`config.mk`:
```
export PLATFORM = sky130hd
export DESIGN_NAME = stream_demux_router
export DESIGN_NICKNAME = d
export VERILOG_FILES = /design/src/rtl/stream_demux_pkg.sv /design/src/rtl/demux_slot.sv /design/src/rtl/stream_demux_router.sv
export SDC_FILE = /design/constraint.sdc
export NUM_CORES = 1
export LEC_CHECK = 0
export CORE_MARGIN = 2
export CORE_UTILIZATION = 40
export DETAILED_ROUTE_END_ITERATION = 12
export PLACE_DENSITY = 0.76
export SYNTH_ARGS = -nofsm -noshare
export SYNTH_HDL_FRONTEND = slang
export SYNTH_SLANG_ARGS = --single-unit
export TNS_END_PERCENT = 10
```
`constraint.sdc`:
```
create_clock -name clk -period 1.9 [get_ports clk]
set_clock_uncertainty 0.05 [all_clocks]
set_input_delay 0.38 -clock clk [delete_from_list [all_inputs] [get_ports clk]]
set_output_delay 0.38 -clock clk [all_outputs]
set_load 0.005 [all_outputs]
```
`src/rtl/stream_demux_pkg.sv`:
```
// rtl/stream_demux_pkg.sv - shared defaults and select range helper for the stream demux router
//
// Purpose : default widths for stream_demux_router and a range check for
//           the unicast select.
// Contents: DEF_DATA_W, DEF_SEL_W, DEF_N_OUT, DEF_CNT_W, sel_in_range()
package stream_demux_pkg;

  localparam int DEF_DATA_W = 8;
  localparam int DEF_SEL_W  = 4;
  localparam int DEF_N_OUT  = 16;
  localparam int DEF_CNT_W  = 8;

  // True when sel addresses an existing channel.
  function automatic logic sel_in_range(input int sel, input int n_out);
    return (sel >= 0) && (sel < n_out);
  endfunction

endpackage

```
`src/rtl/demux_slot.sv`:
```
// rtl/demux_slot.sv - single-entry registered output slot with valid/ready
//
// Purpose : one-deep register slice for one demux channel. A write while the
//           consumer pops reloads the slot, so it sustains one beat per cycle.
// Ports   : clk, rst_n       clock, async active-low reset
//           wr_en, wr_data  load request and payload
//           rd_ready        consumer ready
//           valid, data     slot contents
//           free            slot can take a write this cycle
module demux_slot #(
  parameter int DATA_W = 8
) (
  input  logic              clk,
  input  logic              rst_n,
  input  logic              wr_en,
  input  logic [DATA_W-1:0] wr_data,
  input  logic              rd_ready,
  output logic              valid,
  output logic [DATA_W-1:0] data,
  output logic              free
);

  logic              valid_q, valid_d;
  logic [DATA_W-1:0] data_q, data_d;

  always_comb begin
    valid_d = valid_q;
    data_d  = data_q;
    if (wr_en) begin
      valid_d = 1'b1;
      data_d  = wr_data;
    end else if (rd_ready) begin
      // Pop without write empties the slot; data keeps its last value.
      valid_d = 1'b0;
    end
  end

  always_ff @(posedge clk or negedge rst_n) begin
    if (!rst_n) begin
      valid_q <= 1'b0;
      data_q  <= '0;
    end else begin
      valid_q <= valid_d;
      data_q  <= data_d;
    end
  end

  assign valid = valid_q;
  assign data  = data_q;
  assign free  = !valid_q || rd_ready;

endmodule

```
`src/rtl/stream_demux_router.sv`:
```
// rtl/stream_demux_router.sv - 1-to-N valid/ready stream demux with broadcast and drop counting
//
// Purpose : routes each input beat to the channel named by in_sel, or to
//           every enabled channel when in_bcast is set. Beats with no valid
//           target are accepted and dropped, pulsing drop_pulse and bumping
//           the saturating drop_cnt.
// Ports   : clk, rst_n                         clock, async active-low reset
//           in_valid/in_ready/in_data/in_sel  input stream
//           in_bcast                          broadcast to all enabled channels
//           ch_en                             per-channel enable
//           out_valid/out_ready/out_data      per-channel output streams
//           drop_pulse, drop_cnt              drop reporting
module stream_demux_router
  import stream_demux_pkg::*;
#(
  parameter int DATA_W = DEF_DATA_W,
  parameter int SEL_W  = DEF_SEL_W,
  parameter int N_OUT  = DEF_N_OUT,
  parameter int CNT_W  = DEF_CNT_W
) (
  input  logic                    clk,
  input  logic                    rst_n,
  input  logic                    in_valid,
  output logic                    in_ready,
  input  logic [DATA_W-1:0]       in_data,
  input  logic [SEL_W-1:0]        in_sel,
  input  logic                    in_bcast,
  input  logic [N_OUT-1:0]        ch_en,
  output logic [N_OUT-1:0]        out_valid,
  input  logic [N_OUT-1:0]        out_ready,
  output logic [N_OUT*DATA_W-1:0] out_data,
  output logic                    drop_pulse,
  output logic [CNT_W-1:0]        drop_cnt
);

  logic [N_OUT-1:0] uni_hit;
  logic [N_OUT-1:0] tgt;
  logic [N_OUT-1:0] slot_free;
  logic [N_OUT-1:0] wr_en;
  logic             tgt_any;
  logic             accept;
  logic             drop;

  logic             drop_pulse_q, drop_pulse_d;
  logic [CNT_W-1:0] drop_cnt_q, drop_cnt_d;

  // One-hot decode of in_sel; stays all-zero when in_sel is out of range.
  always_comb begin
    uni_hit = '0;
    for (int k = 0; k < N_OUT; k++) begin
      uni_hit[k] = sel_in_range(int'(in_sel), N_OUT) && (in_sel == SEL_W'(k));
    end
  end

  assign tgt     = in_bcast ? ch_en : (uni_hit & ch_en);
  assign tgt_any = |tgt;

  // All targets must be free so a broadcast is never partially delivered.
  // With no target the beat is swallowed, hence ready is forced high.
  assign in_ready = !tgt_any || (&(slot_free | ~tgt));
  assign accept   = in_valid && in_ready;
  assign drop     = accept && !tgt_any;
  assign wr_en    = accept ? tgt : '0;

  for (genvar k = 0; k < N_OUT; k++) begin : g_slot
    demux_slot #(.DATA_W(DATA_W)) u_slot (
      .clk      (clk),
      .rst_n    (rst_n),
      .wr_en    (wr_en[k]),
      .wr_data  (in_data),
      .rd_ready (out_ready[k]),
      .valid    (out_valid[k]),
      .data     (out_data[k*DATA_W +: DATA_W]),
      .free     (slot_free[k])
    );
  end

  always_comb begin
    drop_pulse_d = drop;
    drop_cnt_d   = drop_cnt_q;
    if (drop && (drop_cnt_q != {CNT_W{1'b1}})) begin
      drop_cnt_d = drop_cnt_q + CNT_W'(1);
    end
  end

  always_ff @(posedge clk or negedge rst_n) begin
    if (!rst_n) begin
      drop_pulse_q <= 1'b0;
      drop_cnt_q   <= '0;
    end else begin
      drop_pulse_q <= drop_pulse_d;
      drop_cnt_q   <= drop_cnt_d;
    end
  end

  assign drop_pulse = drop_pulse_q;
  assign drop_cnt   = drop_cnt_q;

endmodule

```
==> summary.txt <==
Nets@finish = 785
Power Density = 1204 mW/mm^2
Final worst-path cycle share = 1.227
# IOs = 202
Drt via density = 5.085
Critical Path End Type = flip-flop
Vias in the first global route = 5132
All-Layer GR Usage = 0.2187
Vias after detailed routing = 4953
Die area = 0.01842 sq mm
Status = complete, but fails checks
Post-synth ARST share = 1.000
FF-to-FF path depth = 7
Min-delay src = out_ready[15]
Largest net degree at the start of global routing = 46
Lkg Pwr = 5.035 nW
Final worst slack = -0.4305 ns
Fin. max-slew vios = 0
Synth Register Bits = 153
Top FF cell, synth = dfrtp_1
Setup WS pre-CTS = -1.280 ns
Internal power = 9.604 mW
EDFF count, synth = 0
Net Sw Frac = 0.2626
Mapped Area = 0.006939 sq mm
Number of fill cells = 1243
Area of the core = 0.01712 sq mm
ANT cells = 0
Syn Inst Count = 447
Worst vdd ir = 821.4 uV
Hold Crit Class = in2reg
Placed inst area = 0.009692 sq mm
Relative slew slack = 0.5922
Design Power = 13.02 mW
Overflow after GRT = 0
Die X = 135.7 microns
Drt wl/cell = 21.01 microns
Initial antenna violation count = 0
Gpl congestion = 0.9127
RSZ-0062 raised after global routing = true
WS Path Type = in2reg
Final setup vio count = 148
# rows = 48
Final instance area = 0.01082 sq mm
Clk pin slew, worst setup/hold paths = 0.06 ns
Num CTS Buffers = 17
Synth unique cells = 40
CTS max path bufs = 2
Psw = 3.420 mW
Clock Latency Late Sink = 0.42 ns
Final Hold Fails = 0
Seq/Total Area, Yosys = 0.5517
Hold Path End = g_slot[15].u_slot.valid
Residual DRC count = 0
Initial Util = 0.4054
Layout cell share with drive strength beyond 1 = 0.4232
Post-Route WL = 20.46 mm
FMAX = 429.1 MHz
Worst EP arrival = 2.58 ns
CTS tree = built
Initial DRC Count = 185
Yosys top cell area share = 0.5517
Period minus WS final = 2.331 ns
H-tree depth = 4
Clock sinks = 153
Largest cells by area after synthesis = dfrtp_1 (55%), mux2_4 (17%), mux2_2 (6.7%)
Failing checks = setup timing
Hold Path Cell Cnt = 2
R2r endpoint = g_slot[7].u_slot.data[2]
Combinational Power Share = 0.362
IO buf count = 201
Reg2reg setup slack = -0.35 ns
Worst r2r src = g_slot[2].u_slot.valid
Syn. warnings = 0
First-pass GRT wire length = 30.08 mm
Startpoint Class = input pin
Area Growth Syn to Fin = 55.88%
Number of max-cap violations = 0
Final ANT Viol Nets = 0
Post-DP HPWL = 13.86 mm
Cell taking the most area after synthesis = dfrtp_1
CP Max Fanout = 9
Critical Path RT = 2.15 ns
Die height = 135.7 microns
Sequential share of power = 0.378
Clock power share = 0.260
Syn_area_per_cell = 15.52 sq um
Clock root cell = clkbuf_16
First-pass DRT Iterations = 4
Post-synth net total = 496
Actual slew at the worst max-slew pin = 0.6033 ns
## cell type report
| cell class | count | area [sq um] | area share |
|---|---|---|---|
| Tap cell | 225 | 281.5 | 0.02603 |
| Sequential cell | 153 | 3829 | 0.3540 |
| Clock buffer | 21 | 440.4 | 0.04072 |
| Timing Repair Buffer | 298 | 2924 | 0.2703 |
| Clock inverter | 11 | 146.4 | 0.01353 |
| Inverter | 13 | 48.80 | 0.004511 |
| Multi-Input combinational cell | 253 | 3147 | 0.2909 |
## repair_timing
item,CTS,global route
pin swaps,13,9
gates resized for setup,65,43
hold buffers,1,0
setup endpoints to repair,154,156
setup buffers,8,6
hold endpoints to repair,41,0
gates cloned,4,4
## power groups by stage
stage	combinational [mW]	sequential, mW	clock [mW]
6_report	4.71	4.93	3.38
5_1_grt	4.97	5.04	3.61
4_1_cts	4.64	4.93	3.46
3_5_place_dp	4.46	4.94	0
3_3_place_gp	4.38	4.89	0
2_1_floorplan	1.65	4.92	0
## state kept, by name, indices dropped and copies added, names as in the netlist
| signal | count |
|---|---|
| g_slot.u_slot.valid | 16 |
| drop_pulse | 1 |
| g_slot.u_slot.data | 128 |
| drop_cnt | 8 |
## cells in the final DEF (no fill, tap or decap), types with 6 or more instances in the layout
cell,count
a21o_1,10
buf_12,8
buf_4,81
buf_6,11
clkbuf_16,18
clkdlybuf4s50_1,186
dfrtp_1,153
dlymetal6s2s_1,7
inv_1,11
mux2_2,32
mux2_4,93
nand2_1,6
nor2_8,15
o2111ai_2,12
o21ai_1,10
o21ai_2,6
## through the flow
stage | TNS [ns] | std cells | hold slack [ns] | util
floorplan | -65.87 | 447 | 0.03441 | -
global placement | -159.83 | 919 | 0.2958 | 0.5662
detailed placement | -179.24 | 919 | 0.3049 | 0.5662
CTS | -42.00 | 964 | 0.4268 | 0.6164
global route | -58.13 | 974 | 0.1300 | 0.6319
finish | -49.88 | 974 | 0.1460 | 0.6319
## Yosys cell counts (2+ instances only)
master	n
nor2_1	4
and4b_1	4
nor4b_1	4
mux2_1	9
nor4bb_1	4
o21ai_1	9
xor2_1	4
xnor2_1	2
buf_4	18
o2111ai_1	15
nand2_1	6
buf_6	2
mux2_2	41
nand4_1	5
nand3_1	6
buf_1	8
o21ai_4	2
nor2_8	15
nand2b_1	5
a21o_1	10
dfrtp_1	153
mux2_4	80
nor3_1	2
inv_1	13
and4bb_1	2
buf_2	4
o21ai_0	6
o21ai_2	2
## worst max-delay path by stage
stage	from	end	slack, ns	cells past startpoint
6_report	in_sel[1]	g_slot[7].u_slot.data[2]	-0.43	10
5_1_grt	in_sel[1]	g_slot[7].u_slot.data[2]	-0.50	10
4_1_cts	in_sel[3]	in_ready	-0.38	8
3_5_place_dp	in_sel[1]	in_ready	-1.28	8
2_1_floorplan	in_sel[2]	g_slot[10].u_slot.data[0]	-0.50	9
3_3_place_gp	in_sel[1]	in_ready	-1.16	8
## critical path, stage by stage
cell       delay (ns)
buf_4            0.15
buf_6            0.14
nor4bb_2         0.18
o2111ai_2        0.22
o2111ai_2        0.20
nor4_4           0.33
nand2_4          0.19
buf_12           0.19
nor2_8           0.23
mux2_2           0.36
## logic make-up after synthesis
logic type | after synthesis | share of synthesized area
flip-flops | 153 | 0.5517
AO/OA/AOI/OAI | 47 | 0.05229
multiplexers | 130 | 0.2542
adder cells (fa/ha/maj) | 1 | 0.001803
XOR/XNOR | 6 | 0.007573
AND/OR/NAND/NOR | 64 | 0.09250
buffers and inverters | 46 | 0.03985
## per-layer routing
metal	vias up	share of wire	GRT usage
li1	2192	-	-
met1	2527	0.41	0.2767
met2	195	0.49	0.3530
met3	39	0.076	0.07482
met4	0	0.020	0.07118
met5	-	0	0
Power figures use the tool's default switching activity.
